--- src/rtl/fetch_pkg.sv ---
// Shared types and constants for the instruction fetch sequencer.
package fetch_pkg;

    typedef enum logic [2:0] {
        ST_IDLE  = 3'd0,
        ST_ISSUE = 3'd1,
        ST_DRAIN = 3'd2,
        ST_HOLD  = 3'd3,
        ST_HALT  = 3'd4
    } fetch_state_t;

    localparam int          INSTR_W         = 32;
    localparam int          BYTES_PER_INSTR = 4;
    localparam logic [31:0] HALT_WORD       = 32'h0000_0000;

endpackage

--- src/rtl/fetch_sequencer_if.sv ---
// Memory read port, decode handshake and status bundle of the fetch sequencer.
interface fetch_sequencer_if
    import fetch_pkg::*;
#(
    parameter int ADDR_W = 7,
    parameter int CNT_W  = 8
);
    logic                start;
    logic                mem_rd;
    logic [ADDR_W-1:0]   mem_addr;
    logic [7:0]          mem_rdata;
    logic [INSTR_W-1:0]  instr;
    logic [ADDR_W-1:0]   instr_pc;
    logic                instr_valid;
    logic                instr_ready;
    logic                halted;
    logic                overrun;
    logic [CNT_W-1:0]    fetch_count;

    modport master (
        input  start, mem_rdata, instr_ready,
        output mem_rd, mem_addr, instr, instr_pc, instr_valid, halted, overrun, fetch_count
    );

    modport slave (
        output start, mem_rdata, instr_ready,
        input  mem_rd, mem_addr, instr, instr_pc, instr_valid, halted, overrun, fetch_count
    );
endinterface

--- src/rtl/fetch_sequencer.sv ---
// Byte-serial instruction fetch: four reads per word, big-endian assembly,
// valid/ready hand-off to decode, halt on a zero word or end of memory.
module fetch_sequencer
    import fetch_pkg::*;
#(
    parameter int ADDR_W = 7,
    parameter int CNT_W  = 8
) (
    input  logic              clk,
    input  logic              rst_n,
    fetch_sequencer_if.master bus
);

    localparam logic [ADDR_W-1:0] ADDR_ONE = ADDR_W'(32'd1);
    localparam logic [ADDR_W:0]   PC_STEP  = (ADDR_W+1)'(BYTES_PER_INSTR);
    localparam logic [1:0]        LAST_IDX = 2'(BYTES_PER_INSTR - 1);
    localparam logic [CNT_W-1:0]  CNT_ONE  = CNT_W'(32'd1);

    fetch_state_t        state_r, state_s;
    logic [ADDR_W-1:0]   pc_r, pc_s;
    logic [1:0]          idx_r, idx_s;
    logic                rd_r, rd_s;
    logic                rd_d_r;
    logic [ADDR_W-1:0]   addr_r, addr_s;
    logic [INSTR_W-1:0]  asm_r, asm_s;
    logic [INSTR_W-1:0]  instr_r, instr_s;
    logic [ADDR_W-1:0]   ipc_r, ipc_s;
    logic                valid_r, valid_s;
    logic                halted_r, halted_s;
    logic                overrun_r, overrun_s;
    logic [CNT_W-1:0]    cnt_r, cnt_s;
    logic [ADDR_W:0]     pc_sum_s;

    // Next-state and next-output logic for the fetch FSM
    always_comb begin
        state_s   = state_r;
        pc_s      = pc_r;
        idx_s     = idx_r;
        rd_s      = 1'b0;
        addr_s    = addr_r;
        instr_s   = instr_r;
        ipc_s     = ipc_r;
        valid_s   = valid_r;
        halted_s  = halted_r;
        overrun_s = overrun_r;
        cnt_s     = cnt_r;
        pc_sum_s  = {1'b0, pc_r} + PC_STEP;

        // read data lands one cycle after its strobe
        if (rd_d_r) begin
            asm_s = {asm_r[INSTR_W-9:0], bus.mem_rdata};
        end else begin
            asm_s = asm_r;
        end

        case (state_r)
            ST_IDLE, ST_HALT: begin
                if (bus.start) begin
                    state_s   = ST_ISSUE;
                    pc_s      = '0;
                    idx_s     = 2'd0;
                    rd_s      = 1'b1;
                    addr_s    = '0;
                    halted_s  = 1'b0;
                    overrun_s = 1'b0;
                    cnt_s     = '0;
                end else begin
                    state_s = state_r;
                end
            end
            ST_ISSUE: begin
                if (idx_r == LAST_IDX) begin
                    state_s = ST_DRAIN;
                    idx_s   = 2'd0;
                end else begin
                    rd_s   = 1'b1;
                    addr_s = addr_r + ADDR_ONE;
                    idx_s  = idx_r + 2'd1;
                end
            end
            ST_DRAIN: begin
                if (asm_s == HALT_WORD) begin
                    state_s   = ST_HALT;
                    halted_s  = 1'b1;
                    overrun_s = 1'b0;
                end else begin
                    state_s = ST_HOLD;
                    valid_s = 1'b1;
                    instr_s = asm_s;
                    ipc_s   = pc_r;
                end
            end
            ST_HOLD: begin
                if (bus.instr_ready) begin
                    valid_s = 1'b0;
                    cnt_s   = cnt_r + CNT_ONE;
                    // carry out means the last word of memory was just accepted
                    if (pc_sum_s[ADDR_W]) begin
                        state_s   = ST_HALT;
                        halted_s  = 1'b1;
                        overrun_s = 1'b1;
                    end else begin
                        state_s = ST_ISSUE;
                        pc_s    = pc_sum_s[ADDR_W-1:0];
                        addr_s  = pc_sum_s[ADDR_W-1:0];
                        idx_s   = 2'd0;
                        rd_s    = 1'b1;
                    end
                end else begin
                    valid_s = 1'b1;
                end
            end
            default: begin
                state_s = ST_IDLE;
            end
        endcase
    end

    // FSM state register
    always_ff @(posedge clk or negedge rst_n) begin
        if (!rst_n) begin
            state_r <= ST_IDLE;
        end else begin
            state_r <= state_s;
        end
    end

    // Datapath and registered outputs
    always_ff @(posedge clk or negedge rst_n) begin
        if (!rst_n) begin
            pc_r      <= '0;
            idx_r     <= 2'd0;
            rd_r      <= 1'b0;
            rd_d_r    <= 1'b0;
            addr_r    <= '0;
            asm_r     <= '0;
            instr_r   <= '0;
            ipc_r     <= '0;
            valid_r   <= 1'b0;
            halted_r  <= 1'b0;
            overrun_r <= 1'b0;
            cnt_r     <= '0;
        end else begin
            pc_r      <= pc_s;
            idx_r     <= idx_s;
            rd_r      <= rd_s;
            rd_d_r    <= rd_r;
            addr_r    <= addr_s;
            asm_r     <= asm_s;
            instr_r   <= instr_s;
            ipc_r     <= ipc_s;
            valid_r   <= valid_s;
            halted_r  <= halted_s;
            overrun_r <= overrun_s;
            cnt_r     <= cnt_s;
        end
    end

    assign bus.mem_rd      = rd_r;
    assign bus.mem_addr    = addr_r;
    assign bus.instr       = instr_r;
    assign bus.instr_pc    = ipc_r;
    assign bus.instr_valid = valid_r;
    assign bus.halted      = halted_r;
    assign bus.overrun     = overrun_r;
    assign bus.fetch_count = cnt_r;

endmodule

--- src/flat_wrapper.sv ---
// flat-port wrapper written by rule: the top's interface ports become plain ports
module fetch_sequencer_flat import fetch_pkg::*;
#(
    parameter int ADDR_W = 7,
    parameter int CNT_W  = 8
)
  (clk, rst_n, bus_start, bus_mem_rdata, bus_instr_ready, bus_mem_rd, bus_mem_addr, bus_instr, bus_instr_pc, bus_instr_valid, bus_halted, bus_overrun, bus_fetch_count);
  fetch_sequencer_if #(.ADDR_W(ADDR_W), .CNT_W(CNT_W)) bus_i ();
  input  logic clk;
  input  logic rst_n;
  input wire logic [$bits(bus_i.start)-1:0] bus_start;
  input wire logic [$bits(bus_i.mem_rdata)-1:0] bus_mem_rdata;
  input wire logic [$bits(bus_i.instr_ready)-1:0] bus_instr_ready;
  output wire logic [$bits(bus_i.mem_rd)-1:0] bus_mem_rd;
  output wire logic [$bits(bus_i.mem_addr)-1:0] bus_mem_addr;
  output wire logic [$bits(bus_i.instr)-1:0] bus_instr;
  output wire logic [$bits(bus_i.instr_pc)-1:0] bus_instr_pc;
  output wire logic [$bits(bus_i.instr_valid)-1:0] bus_instr_valid;
  output wire logic [$bits(bus_i.halted)-1:0] bus_halted;
  output wire logic [$bits(bus_i.overrun)-1:0] bus_overrun;
  output wire logic [$bits(bus_i.fetch_count)-1:0] bus_fetch_count;
  assign bus_i.start = bus_start;
  assign bus_i.mem_rdata = bus_mem_rdata;
  assign bus_i.instr_ready = bus_instr_ready;
  assign bus_mem_rd = bus_i.mem_rd;
  assign bus_mem_addr = bus_i.mem_addr;
  assign bus_instr = bus_i.instr;
  assign bus_instr_pc = bus_i.instr_pc;
  assign bus_instr_valid = bus_i.instr_valid;
  assign bus_halted = bus_i.halted;
  assign bus_overrun = bus_i.overrun;
  assign bus_fetch_count = bus_i.fetch_count;
  fetch_sequencer #(.ADDR_W(ADDR_W), .CNT_W(CNT_W)) u_core (.clk(clk), .rst_n(rst_n), .bus(bus_i));
endmodule
--- config.mk ---
export PLATFORM = sky130hd
export DESIGN_NAME = fetch_sequencer_flat
export DESIGN_NICKNAME = d
export VERILOG_FILES = /design/src/rtl/fetch_pkg.sv /design/src/rtl/fetch_sequencer_if.sv /design/src/rtl/fetch_sequencer.sv /design/src/flat_wrapper.sv
export SDC_FILE = /design/constraint.sdc
export NUM_CORES = 1
export LEC_CHECK = 0
export ABC_CLOCK_PERIOD_IN_PS = 3300
export CAP_MARGIN = 20
export CORE_ASPECT_RATIO = 1.2
export CORE_UTILIZATION = 25
export DETAILED_ROUTE_END_ITERATION = 8
export GPL_TIMING_DRIVEN = 0
export PLACE_DENSITY_LB_ADDON = 0.2
export SLEW_MARGIN = 25
export SYNTH_ARGS = -nofsm -noshare
export SYNTH_HDL_FRONTEND = slang
export SYNTH_SLANG_ARGS = --single-unit
--- constraint.sdc ---
create_clock -name clk -period 3.3 [get_ports clk]
set_input_delay 0.495 -clock clk [delete_from_list [all_inputs] [get_ports clk]]
set_output_delay 0.495 -clock clk [all_outputs]
set_load 0.005 [all_outputs]
# Word-level counts from Yosys, hierarchy flattened
# Cells that the tools add are included.
totals:
  regBits: 103
  in_bits: 12
classes:
  addsub: 4
  eq_ne: 13
  mux: 36
  bitwise: 1
  n_reduce_logical: 15
ops:
  columns: ["op", "count"]
  rows:
  - ["logical NOT 32 bit", 1]
  - ["2-to-1 mux 32 bit", 1]
  - ["2-to-1 mux 7 bit", 4]
  - ["case mux 7 bit (3 select lines)", 1]
  - ["2-to-1 mux 8 bit", 2]
  - ["case mux 8 bit (2 select lines)", 1]
  - ["2-to-1 mux 3 bit", 5]
  - ["case mux 7 bit (2 select lines)", 1]
  - ["case mux 3 bit (4 select lines)", 1]
  - ["2-to-1 mux 1 bit", 11]
  - ["inequality test 2 bit (second input constant)", 5]
  - ["AND reduction 5 bit", 2]
  - ["case mux 1 bit (3 select lines)", 3]
  - ["adder 7 x 3 -> 8 bit (second input constant)", 1]
  - ["adder 8 x 1 -> 8 bit (second input constant)", 1]
  - ["2-to-1 mux 2 bit", 4]
  - ["AND reduction 4 bit", 2]
  - ["adder 7 x 1 -> 7 bit (second input constant)", 1]
  - ["== test 3 x 2 -> 1 bit (second input constant)", 2]
  - ["inequality test 2 x 1 -> 1 bit (second input constant)", 3]
  - ["case mux 2 bit (3 select lines)", 1]
  - ["AND reduction 3 bit", 2]
  - ["nonzero test 3 bit", 2]
  - ["AND reduction 2 bit", 2]
  - ["other kinds (9)", 10]

# Logic depth before layout (Yosys ltp)
# Gate-level depths: netlist (run 1).
depth:
  depth_word: 4
  mapped_depth: 8

# Worst setup path after synthesis (run 1)
# OpenSTA, ideal clock, no wires.
synth_path:
  path_type: "register to register"
  start: "reg u_core.asm_r[12]"
  end: "reg u_core.instr_r[15], in the netlist u_core.bus.instr[15]"
  setup_ns: 0.125
  arrival_time_ns: 2.157
  required_ns: 3.175
  slack_ns: 1.018
  stages_incl_launch_ff: 8
  n_path_buf: 2
  period_less_slack_ns: 2.282
  path_cell_list: "dfrtp_1 or4_1 nor4_1 o221ai_1 o31a_1 buf_6 buf_6 mux2_4"
synth_between:
  elab_chain_cells: 4
synth_rtl:
  columns: ["item", "line_no", "source"]
  rows:
  - ["start: declaration", "fetch_sequencer.sv:25", "logic [INSTR_W-1:0] asm_r, asm_s;"]
  - ["start signal: assignment", "fetch_sequencer.sv:149", "asm_r <= asm_s;"]
  - ["2-to-1 mux 32 bit", "fetch_sequencer.sv:50", "if (rd_d_r) begin"]
  - ["logical NOT 32 bit", "fetch_sequencer.sv:82", "if (asm_s == HALT_WORD) begin"]
  - ["inverter 1 bit (no line)", null, null]
  - ["AND reduction 2 bit (no line)", null, null]
  - ["end signal: assignment", "fetch_sequencer.sv:150", "instr_r <= instr_s;"]
  - ["end: declaration", "fetch_sequencer.sv:26", "logic [INSTR_W-1:0] instr_r, instr_s;"]
# Every way passes these cells.
# A chain may end at the register's enable or synchronous reset.

# Worst setup path after layout (run 1)
layout_path:
  start: "reg u_core.rd_d_r"
  end: "reg u_core.instr_r[18], in the netlist u_core.bus.instr[18]"
layout_between:
  elab_chain_cells: 4
layout_rtl:
  columns: ["item", "line_no", "source"]
  rows:
  - ["start: declaration", "fetch_sequencer.sv:23", "logic rd_d_r;"]
  - ["start signal: assignment", "fetch_sequencer.sv:147", "rd_d_r <= rd_r;"]
  - ["2-to-1 mux 32 bit *", "fetch_sequencer.sv:50", null]
  - ["logical NOT 32 bit", "fetch_sequencer.sv:82", null]
  - ["inverter 1 bit (no line)", null, null]
  - ["AND reduction 2 bit (no line)", null, null]
# Every way passes the cells marked *; elsewhere a longest branch is shown, timed or not.

==> results of run 1 <==
[layer usage]
layer,share of wire (%),vias up,global-route usage [%]
li1,-,1327,-
met1,45,1450,16.5
met2,49,63,19.9
met3,4.2,10,2.94
met4,1.6,0,5.99
met5,0,-,0
[state kept, by name (all words and copies together) (netlist names), 2 cells and up]
name and count:
u_core.pc_r 5, u_core.bus.fetch_count 8, u_core.state_r 3, u_core.bus.mem_addr 7, u_core.bus.instr 32, u_core.idx_r 2, u_core.asm_r 32, u_core.bus.instr_pc 5
[layout make-up]
| type | count | share of cell area, % |
|---|---|---|
| plain buffers | 15 | 1.63 |
| clock buffers | 10 | 4.27 |
| flip-flops and latches | 99 | 44.3 |
| well taps | 216 | 4.83 |
| repair buffers | 68 | 12.5 |
| multi-input cells | 204 | 30.6 |
| clock inverters | 6 | 1.59 |
| inverters | 4 | 0.268 |
[path summary, 6_finish.rpt]
check / to / slack [ns] / depth (start not counted)
max: u_core.bus.instr[18] / 0.63 / 8
min: u_core.bus.instr[16] / 0.07 / 1
max reg2reg: u_core.bus.instr[18] / 0.63 / 8
min reg2reg: u_core.rd_d_r / 0.46 / 0
max in group asynchronous: u_core.bus.instr[6] / 2.61 / 2
min in group clk: u_core.rd_d_r / 0.46 / 0
[synth_stat cells (2+ instances only)]
cell                       number  area [sq um]
sky130_fd_sc_hd__or3b_2         2          17.5
sky130_fd_sc_hd__nor2_1        13          48.8
sky130_fd_sc_hd__o221ai_1       2          17.5
sky130_fd_sc_hd__nand3_1        9          45.0
sky130_fd_sc_hd__mux2_2        53           597
sky130_fd_sc_hd__o21ai_0       15          75.1
sky130_fd_sc_hd__o22ai_1        2          12.5
sky130_fd_sc_hd__ha_1           4          50.1
sky130_fd_sc_hd__buf_4          3          22.5
sky130_fd_sc_hd__mux2i_1        3          30.0
sky130_fd_sc_hd__and3_1         4          25.0
sky130_fd_sc_hd__o32ai_1        3          26.3
sky130_fd_sc_hd__nor3b_1        2          15.0
sky130_fd_sc_hd__dfrtp_1       99          2480
sky130_fd_sc_hd__buf_1          2          7.51
sky130_fd_sc_hd__xor2_1         3          26.3
sky130_fd_sc_hd__clkbuf_1       6          22.5
sky130_fd_sc_hd__a21oi_1        7          35.0
sky130_fd_sc_hd__buf_6          3          33.8
sky130_fd_sc_hd__nor4_1         7          43.8
sky130_fd_sc_hd__nor2b_1        2          12.5
sky130_fd_sc_hd__inv_1          4          15.0
sky130_fd_sc_hd__or3_1          3          18.8
sky130_fd_sc_hd__nand2_1       16          60.1
sky130_fd_sc_hd__nor3_1         5          25.0
sky130_fd_sc_hd__a22o_1         5          43.8
sky130_fd_sc_hd__or4_1          3          22.5
sky130_fd_sc_hd__nand2b_1       3          18.8
sky130_fd_sc_hd__mux2_4        20           300
[worst max-delay path, stage by stage (launching register included)]
cell and delay [ns]:
sky130_fd_sc_hd__dfrtp_1 0.44, sky130_fd_sc_hd__buf_4 0.20, sky130_fd_sc_hd__nor4_1 0.41, sky130_fd_sc_hd__a22oi_1 0.13, sky130_fd_sc_hd__or4_1 0.45, sky130_fd_sc_hd__o31a_1 0.28
sky130_fd_sc_hd__buf_6 0.17, sky130_fd_sc_hd__buf_6 0.18, sky130_fd_sc_hd__mux2_4 0.30
[logic make-up after synthesis]
family | Yosys count | synth area share (%)
xor+xnor | 4 | 0.816
compound gates | 44 | 6.85
other cells | 1 | 0.0873
mux | 76 | 21.6
fa+ha+maj | 4 | 1.17
simple gates | 74 | 9.32
flops | 99 | 57.7
buf+inv | 19 | 2.48
[power by group]
part	internal, mW	leakage [nW]	total (mW)	switching [mW]
sequential	1.72	1.22	2.11	0.383
clock	0.685	0.155	1.16	0.472
combinational	1.19	0.961	1.99	0.798
[through the flow]
stage	setup TNS, ns	utilization [%]	std cells
floorplan	0	-	322
global placement	-213.38	31.1	605
detailed placement	0	31.3	606
CTS	0	33.2	622
global route	0	33.2	622
finish	0	33.2	622
==> metrics.txt, run 1 <==
# TYPE chip_impl_metric gauge
chip_impl_metric{name="synth_enable_flop_cells",unit=""} 0
chip_impl_metric{name="wire_length_of_the_first_global_routing_pass",unit="mm"} 16.9
chip_impl_metric{name="tightest_pin_transition",unit="ns"} 0.760
chip_impl_metric{name="ys_seq_elements",unit=""} 99
chip_impl_info{name="path_class",value="flop to flop"} 1
chip_impl_metric{name="worstPathArrival",unit="ns"} 2.91
chip_impl_metric{name="placement.setup.worst_slack",unit="ns"} 0.298
chip_impl_info{name="layout_commonest_cell",value="sky130_fd_sc_hd__dfrtp_1"} 1
chip_impl_metric{name="n_antenna_cell",unit=""} 0
chip_impl_metric{name="buffer_ports.inserted",unit=""} 67
chip_impl_metric{name="synthArstFlopShare",unit="%"} 100
chip_impl_metric{name="routabilityCongestion",unit=""} 0.826
chip_impl_metric{name="finalHoldWorstSlack",unit="ns"} 0.0705
chip_impl_metric{name="detail_route.wirelength",unit="mm"} 10.4
chip_impl_info{name="root_buffer",value="sky130_fd_sc_hd__clkbuf_16"} 1
chip_impl_metric{name="fillerInstances",unit=""} 1637
chip_impl_metric{name="final.setup.worst_slack",unit="ns"} 0.628
chip_impl_metric{name="antenna_found_initial",unit=""} 0
chip_impl_metric{name="vias",unit=""} 2850
chip_impl_metric{name="globalRouteOverflowTotal",unit=""} 0
chip_impl_metric{name="chipWidth",unit="um"} 122
chip_impl_info{name="kind_of_end_point_of_the_critical_path",value="flop"} 1
chip_impl_metric{name="cts.path.max_buffers",unit=""} 2
chip_impl_metric{name="timing_max_transition_violations_final",unit=""} 0
chip_impl_metric{name="detail_route.vias_per_cell",unit=""} 4.58
chip_impl_metric{name="core.rowCount",unit=""} 52
chip_impl_metric{name="max_slew_margin_vs_limit",unit="%"} 49.0
chip_impl_metric{name="number_of_instances_resized_during_post_cts_repair",unit=""} 0
chip_impl_metric{name="maxClockFrequency",unit="MHz"} 374
chip_impl_metric{name="power_leakage",unit="nW"} 2.34
chip_impl_metric{name="first_global_vias",unit=""} 3056
chip_impl_info{name="outcome",value="finished clean"} 1
chip_impl_metric{name="worstPathRequired",unit="ns"} 3.54
chip_impl_metric{name="pin_count_of_the_biggest_net_entering_global_routing",unit=""} 53
chip_impl_metric{name="timing.max_cap.violations",unit=""} 0
chip_impl_metric{name="worst_ir_drop_vdd",unit="mV"} 0.319
chip_impl_metric{name="timing.final.crit_period",unit="ns"} 2.67
chip_impl_metric{name="layout_worst_path_cycle_share",unit="%"} 81.0
chip_impl_metric{name="cts.hold.buffers_added",unit=""} 0
chip_impl_metric{name="wire_per_inst",unit="um"} 16.8
chip_impl_metric{name="dr.first_iter.drc_count",unit=""} 117
chip_impl_metric{name="post-route-drc-count",unit=""} 0
chip_impl_metric{name="clock_latency_at_the_later_pin_of_the_worst_skew_pair",unit="ns"} 0.36
chip_impl_metric{name="first_pass_iters",unit=""} 4
chip_impl_metric{name="placed_standard_cell_area",unit="sq mm"} 0.00527
chip_impl_metric{name="top_level_ports",unit=""} 70
chip_impl_info{name="synth-main-ff-cell",value="sky130_fd_sc_hd__dfrtp_1"} 1
chip_impl_metric{name="dieArea",unit="sq mm"} 0.0177
chip_impl_metric{name="post_synth_inst_count",unit=""} 321
chip_impl_metric{name="grt_util_all_layers",unit="%"} 12.7
chip_impl_metric{name="clkSinkCount",unit=""} 99
chip_impl_metric{name="hold_viol_final",unit=""} 0
chip_impl_metric{name="post_synth.cell_area_avg",unit="sq um"} 13.4
chip_impl_metric{name="report.power.total",unit="mW"} 5.25
chip_impl_metric{name="timing.final.setup_violations",unit=""} 0
chip_impl_metric{name="clkSlewWorstSetupHoldPaths",unit="ns"} 0.07
chip_impl_metric{name="drive_above_1_share",unit="%"} 25.1
chip_impl_metric{name="htree_num_levels",unit=""} 3
chip_impl_info{name="worstSetupStartpointType",value="flop"} 1
chip_impl_info{name="most-common-layout-cells",value="sky130_fd_sc_hd__dfrtp_1, sky130_fd_sc_hd__clkdlybuf4s50_1, sky130_fd_sc_hd__mux2_2"} 1
chip_impl_metric{name="core_area",unit="sq mm"} 0.0169
chip_impl_metric{name="vertical_extent_of_the_die",unit="um"} 146
chip_impl_metric{name="timing.clock.skew",unit="ns"} 0.00595
chip_impl_metric{name="area_used_by_multi_input_combinational_logic",unit="sq mm"} 0.00171
chip_impl_info{name="critPathLaunch",value="u_core.rd_d_r"} 1
chip_impl_info{name="rsz0062_at_grt",value="false"} 1
chip_impl_metric{name="postLayoutCellArea",unit="sq mm"} 0.00560
chip_impl_metric{name="final_net_count",unit=""} 417
chip_impl_metric{name="synth.yosys.warnings",unit=""} 0
chip_impl_metric{name="place_hpwl",unit="mm"} 7.48
chip_impl_info{name="cts_tree",value="yes"} 1
chip_impl_metric{name="post_synth_instance_area",unit="sq mm"} 0.00429
chip_impl_metric{name="ant_nets",unit=""} 0
chip_impl_metric{name="power.density_cell_area",unit="mW/mm^2"} 938
chip_impl_metric{name="synth_seq_area_share",unit="%"} 57.7
chip_impl_metric{name="area.growth.synth_to_final",unit="%"} 30.3
chip_impl_metric{name="cts-buffers-inserted",unit=""} 9
chip_impl_info{name="worst_hold_path_type",value="primary input to async pin"} 1
chip_impl_metric{name="seqCellArea",unit="sq mm"} 0.00248
chip_impl_metric{name="start_util",unit="%"} 25.5
chip_impl_metric{name="critical_path.max_fanout",unit=""} 10
chip_impl_metric{name="post_synth_num_cell_types",unit=""} 47
chip_impl_info{name="reg2reg_from",value="u_core.rd_d_r"} 1
chip_impl_metric{name="postCtsSetupRepairBufs",unit=""} 0
(Power assumes the default switching activity.)
==> run 2: changes to the inputs <==
- ABC_CLOCK_PERIOD_IN_PS: 3300 -> 2100
- clock period: 3.3 -> 2.1 ns (I/O delays scaled with it)
==> run 2 against run 1 <==
- the run now ends with negative setup slack left
- flip-flop and latch count did not move
- hold slack improved by 0.23 ns
- maximum frequency rose by 12%
- global-route usage rose by 0.11 points
- core utilization rose by 1.1 points
- critical path type unchanged
- largest power group is now combinational cells
==> metrics.txt, run 2 (synthesis results as in run 1) <==
# TYPE chip_impl_metric gauge
chip_impl_info{name="outcome",value="finished with violations"} 1
chip_impl_info{name="violations",value="negative setup slack"} 1
chip_impl_metric{name="place_hpwl",unit="mm"} 7.43
chip_impl_metric{name="pin_count_of_the_biggest_net_entering_global_routing",unit=""} 54
chip_impl_metric{name="drive_above_1_share",unit="%"} 31.0
chip_impl_metric{name="timing_max_transition_violations_final",unit=""} 0
chip_impl_metric{name="detail_route.vias_per_cell",unit=""} 4.59
chip_impl_metric{name="worstPathRequired",unit="ns"} 2.33
chip_impl_metric{name="tightest_pin_transition",unit="ns"} 0.591
chip_impl_metric{name="start_util",unit="%"} 25.5
chip_impl_metric{name="timing.clock.skew",unit="ns"} 0.00991
chip_impl_metric{name="wire_length_of_the_first_global_routing_pass",unit="mm"} 17.0
chip_impl_metric{name="wire_per_inst",unit="um"} 16.6
chip_impl_metric{name="first_pass_iters",unit=""} 5
chip_impl_metric{name="max_slew_margin_vs_limit",unit="%"} 60.5
chip_impl_metric{name="worst_ir_drop_vdd",unit="mV"} 0.444
chip_impl_metric{name="power_leakage",unit="nW"} 2.44
chip_impl_metric{name="final.setup.worst_slack",unit="ns"} -0.295
chip_impl_metric{name="timing.max_cap.violations",unit=""} 0
chip_impl_metric{name="htree_num_levels",unit=""} 3
chip_impl_metric{name="cts-buffers-inserted",unit=""} 9
chip_impl_metric{name="buffer_ports.inserted",unit=""} 67
chip_impl_info{name="layout_commonest_cell",value="sky130_fd_sc_hd__dfrtp_1"} 1
chip_impl_info{name="rr_endpoint",value="u_core.bus.instr[18]"} 1
chip_impl_metric{name="instances_no_fill",unit=""} 635
chip_impl_metric{name="grt_util_all_layers",unit="%"} 12.9
chip_impl_metric{name="chipWidth",unit="um"} 122
chip_impl_info{name="reg2reg_from",value="u_core.asm_r[5]"} 1
chip_impl_metric{name="worstPathArrival",unit="ns"} 2.63
chip_impl_metric{name="critical_path.max_fanout",unit=""} 10
chip_impl_metric{name="clkSinkCount",unit=""} 99
chip_impl_metric{name="clkSlewWorstSetupHoldPaths",unit="ns"} 0.07
chip_impl_metric{name="power.density_cell_area",unit="mW/mm^2"} 1440
chip_impl_info{name="worstSetupStartpointType",value="flop"} 1
chip_impl_metric{name="dieArea",unit="sq mm"} 0.0177
chip_impl_metric{name="hold_viol_final",unit=""} 0
chip_impl_metric{name="placement.setup.worst_slack",unit="ns"} -0.824
chip_impl_metric{name="core_area",unit="sq mm"} 0.0169
chip_impl_metric{name="top_level_ports",unit=""} 70
chip_impl_metric{name="cts.path.max_buffers",unit=""} 2
chip_impl_metric{name="antenna_found_initial",unit=""} 0
chip_impl_metric{name="fillerInstances",unit=""} 1638
chip_impl_metric{name="timing.final.setup_violations",unit=""} 43
chip_impl_info{name="path_class",value="flop to flop"} 1
chip_impl_info{name="most-common-layout-cells",value="sky130_fd_sc_hd__dfrtp_1, sky130_fd_sc_hd__clkdlybuf4s50_1, sky130_fd_sc_hd__mux2_2"} 1
chip_impl_metric{name="final_net_count",unit=""} 430
chip_impl_metric{name="clock_latency_at_the_later_pin_of_the_worst_skew_pair",unit="ns"} 0.35
chip_impl_metric{name="timing.final.crit_period",unit="ns"} 2.39
chip_impl_metric{name="detail_route.wirelength",unit="mm"} 10.5
chip_impl_info{name="critPathLaunch",value="u_core.asm_r[5]"} 1
chip_impl_metric{name="place_inst",unit=""} 606
chip_impl_metric{name="vias",unit=""} 2917
chip_impl_info{name="cts_tree",value="yes"} 1
chip_impl_metric{name="post-route-drc-count",unit=""} 0
chip_impl_metric{name="routabilityCongestion",unit=""} 0.816
chip_impl_metric{name="vertical_extent_of_the_die",unit="um"} 146
chip_impl_metric{name="dr.first_iter.drc_count",unit=""} 129
chip_impl_info{name="rsz0062_at_grt",value="true"} 1
chip_impl_info{name="root_buffer",value="sky130_fd_sc_hd__clkbuf_16"} 1
chip_impl_metric{name="regToRegSetupSlack",unit="ns"} -0.29
chip_impl_metric{name="first_global_vias",unit=""} 2993
chip_impl_info{name="worst_hold_path_type",value="primary input to flop"} 1
chip_impl_info{name="capturing_element_of_the_worst_setup_path",value="u_core.bus.instr[18]"} 1
chip_impl_metric{name="ant_nets",unit=""} 0
chip_impl_metric{name="maxClockFrequency",unit="MHz"} 418
chip_impl_metric{name="core.rowCount",unit=""} 52
chip_impl_metric{name="globalRouteOverflowTotal",unit=""} 0
chip_impl_metric{name="area.growth.synth_to_final",unit="%"} 34.5
chip_impl_info{name="kind_of_end_point_of_the_critical_path",value="flop"} 1
chip_impl_metric{name="rr_worst_depth",unit=""} 7
chip_impl_metric{name="layout_worst_path_cycle_share",unit="%"} 114
chip_impl_metric{name="n_antenna_cell",unit=""} 0
==> run 2: area by class of cell <==
type | instances | area (sq um) | area share, %
Buffer | 15 | 120 | 2.08
Sequential cell | 99 | 2480 | 42.9
Inverter | 4 | 15.0 | 0.260
Multi-Input combinational cell | 204 | 1810 | 31.3
Timing Repair Buffer | 81 | 801 | 13.9
Tap cell | 216 | 270 | 4.68
Clock inverter | 5 | 37.5 | 0.650
Clock buffer | 11 | 243 | 4.20
==> run 2: where the power goes <==
| group | switching [mW] | internal [mW] | total, mW |
|---|---|---|---|
| Sequential | 0.640 | 2.71 | 3.35 |
| Combinational | 1.32 | 2.06 | 3.38 |
| Clock | 0.752 | 0.841 | 1.59 |
==> run 2: through the flow <==
step	power, mW	instance area [sq um]	utilization, %	setup TNS, ns	hold WS, ns
after floorplan	5.03	4320	-	-3.57	0.0194
after global placement	6.50	5260	31.2	-352.34	0.428
after detailed placement	6.54	5290	31.4	-36.33	0.307
after CTS	8.40	5720	33.9	-10.43	0.409
after global routing	8.90	5770	34.3	-13.79	0.307
final	8.32	5770	34.3	-10.29	0.304
==> run 2: layer usage <==
layer	part of all wire [%]	wire length, um	GRT usage, %
met1	44	4670	16.8
met2	49	5200	20.1
met3	4.8	505	3.64
met4	1.5	155	4.57
met5	0	0	0
==> run 2: how the worst min path moves through the flow <==
stage,depth (start not counted),endpoint,slack [ns],from
final,2,u_core.asm_r[0],0.30,bus_mem_rdata[0]
after global routing,2,u_core.asm_r[0],0.31,bus_mem_rdata[0]
after CTS,2,u_core.asm_r[2],0.41,bus_mem_rdata[2]
after detailed placement,1,u_core.bus.instr[20],0.31,rst_n
after global placement,0,u_core.rd_d_r,0.43,u_core.bus.mem_rd
after floorplan,0,u_core.asm_r[0],0.02,rst_n
==> run 2: critical path, cell delays in order (launching register included) <==
cell	delay (ns)
sky130_fd_sc_hd__dfrtp_1	0.39
sky130_fd_sc_hd__buf_4	0.15
sky130_fd_sc_hd__mux2_4	0.28
sky130_fd_sc_hd__or4_4	0.55
sky130_fd_sc_hd__o31a_1	0.31
sky130_fd_sc_hd__buf_6	0.15
sky130_fd_sc_hd__buf_12	0.15
sky130_fd_sc_hd__mux2_4	0.30
==> run 2: repair_timing <==
item,in CTS,in global routing
pin swaps,5,4
setup buffers,9,3
setup endpoints to repair,67,52
hold buffers,1,0
endpoints found under the hold margin,52,0
gates resized for setup,16,10
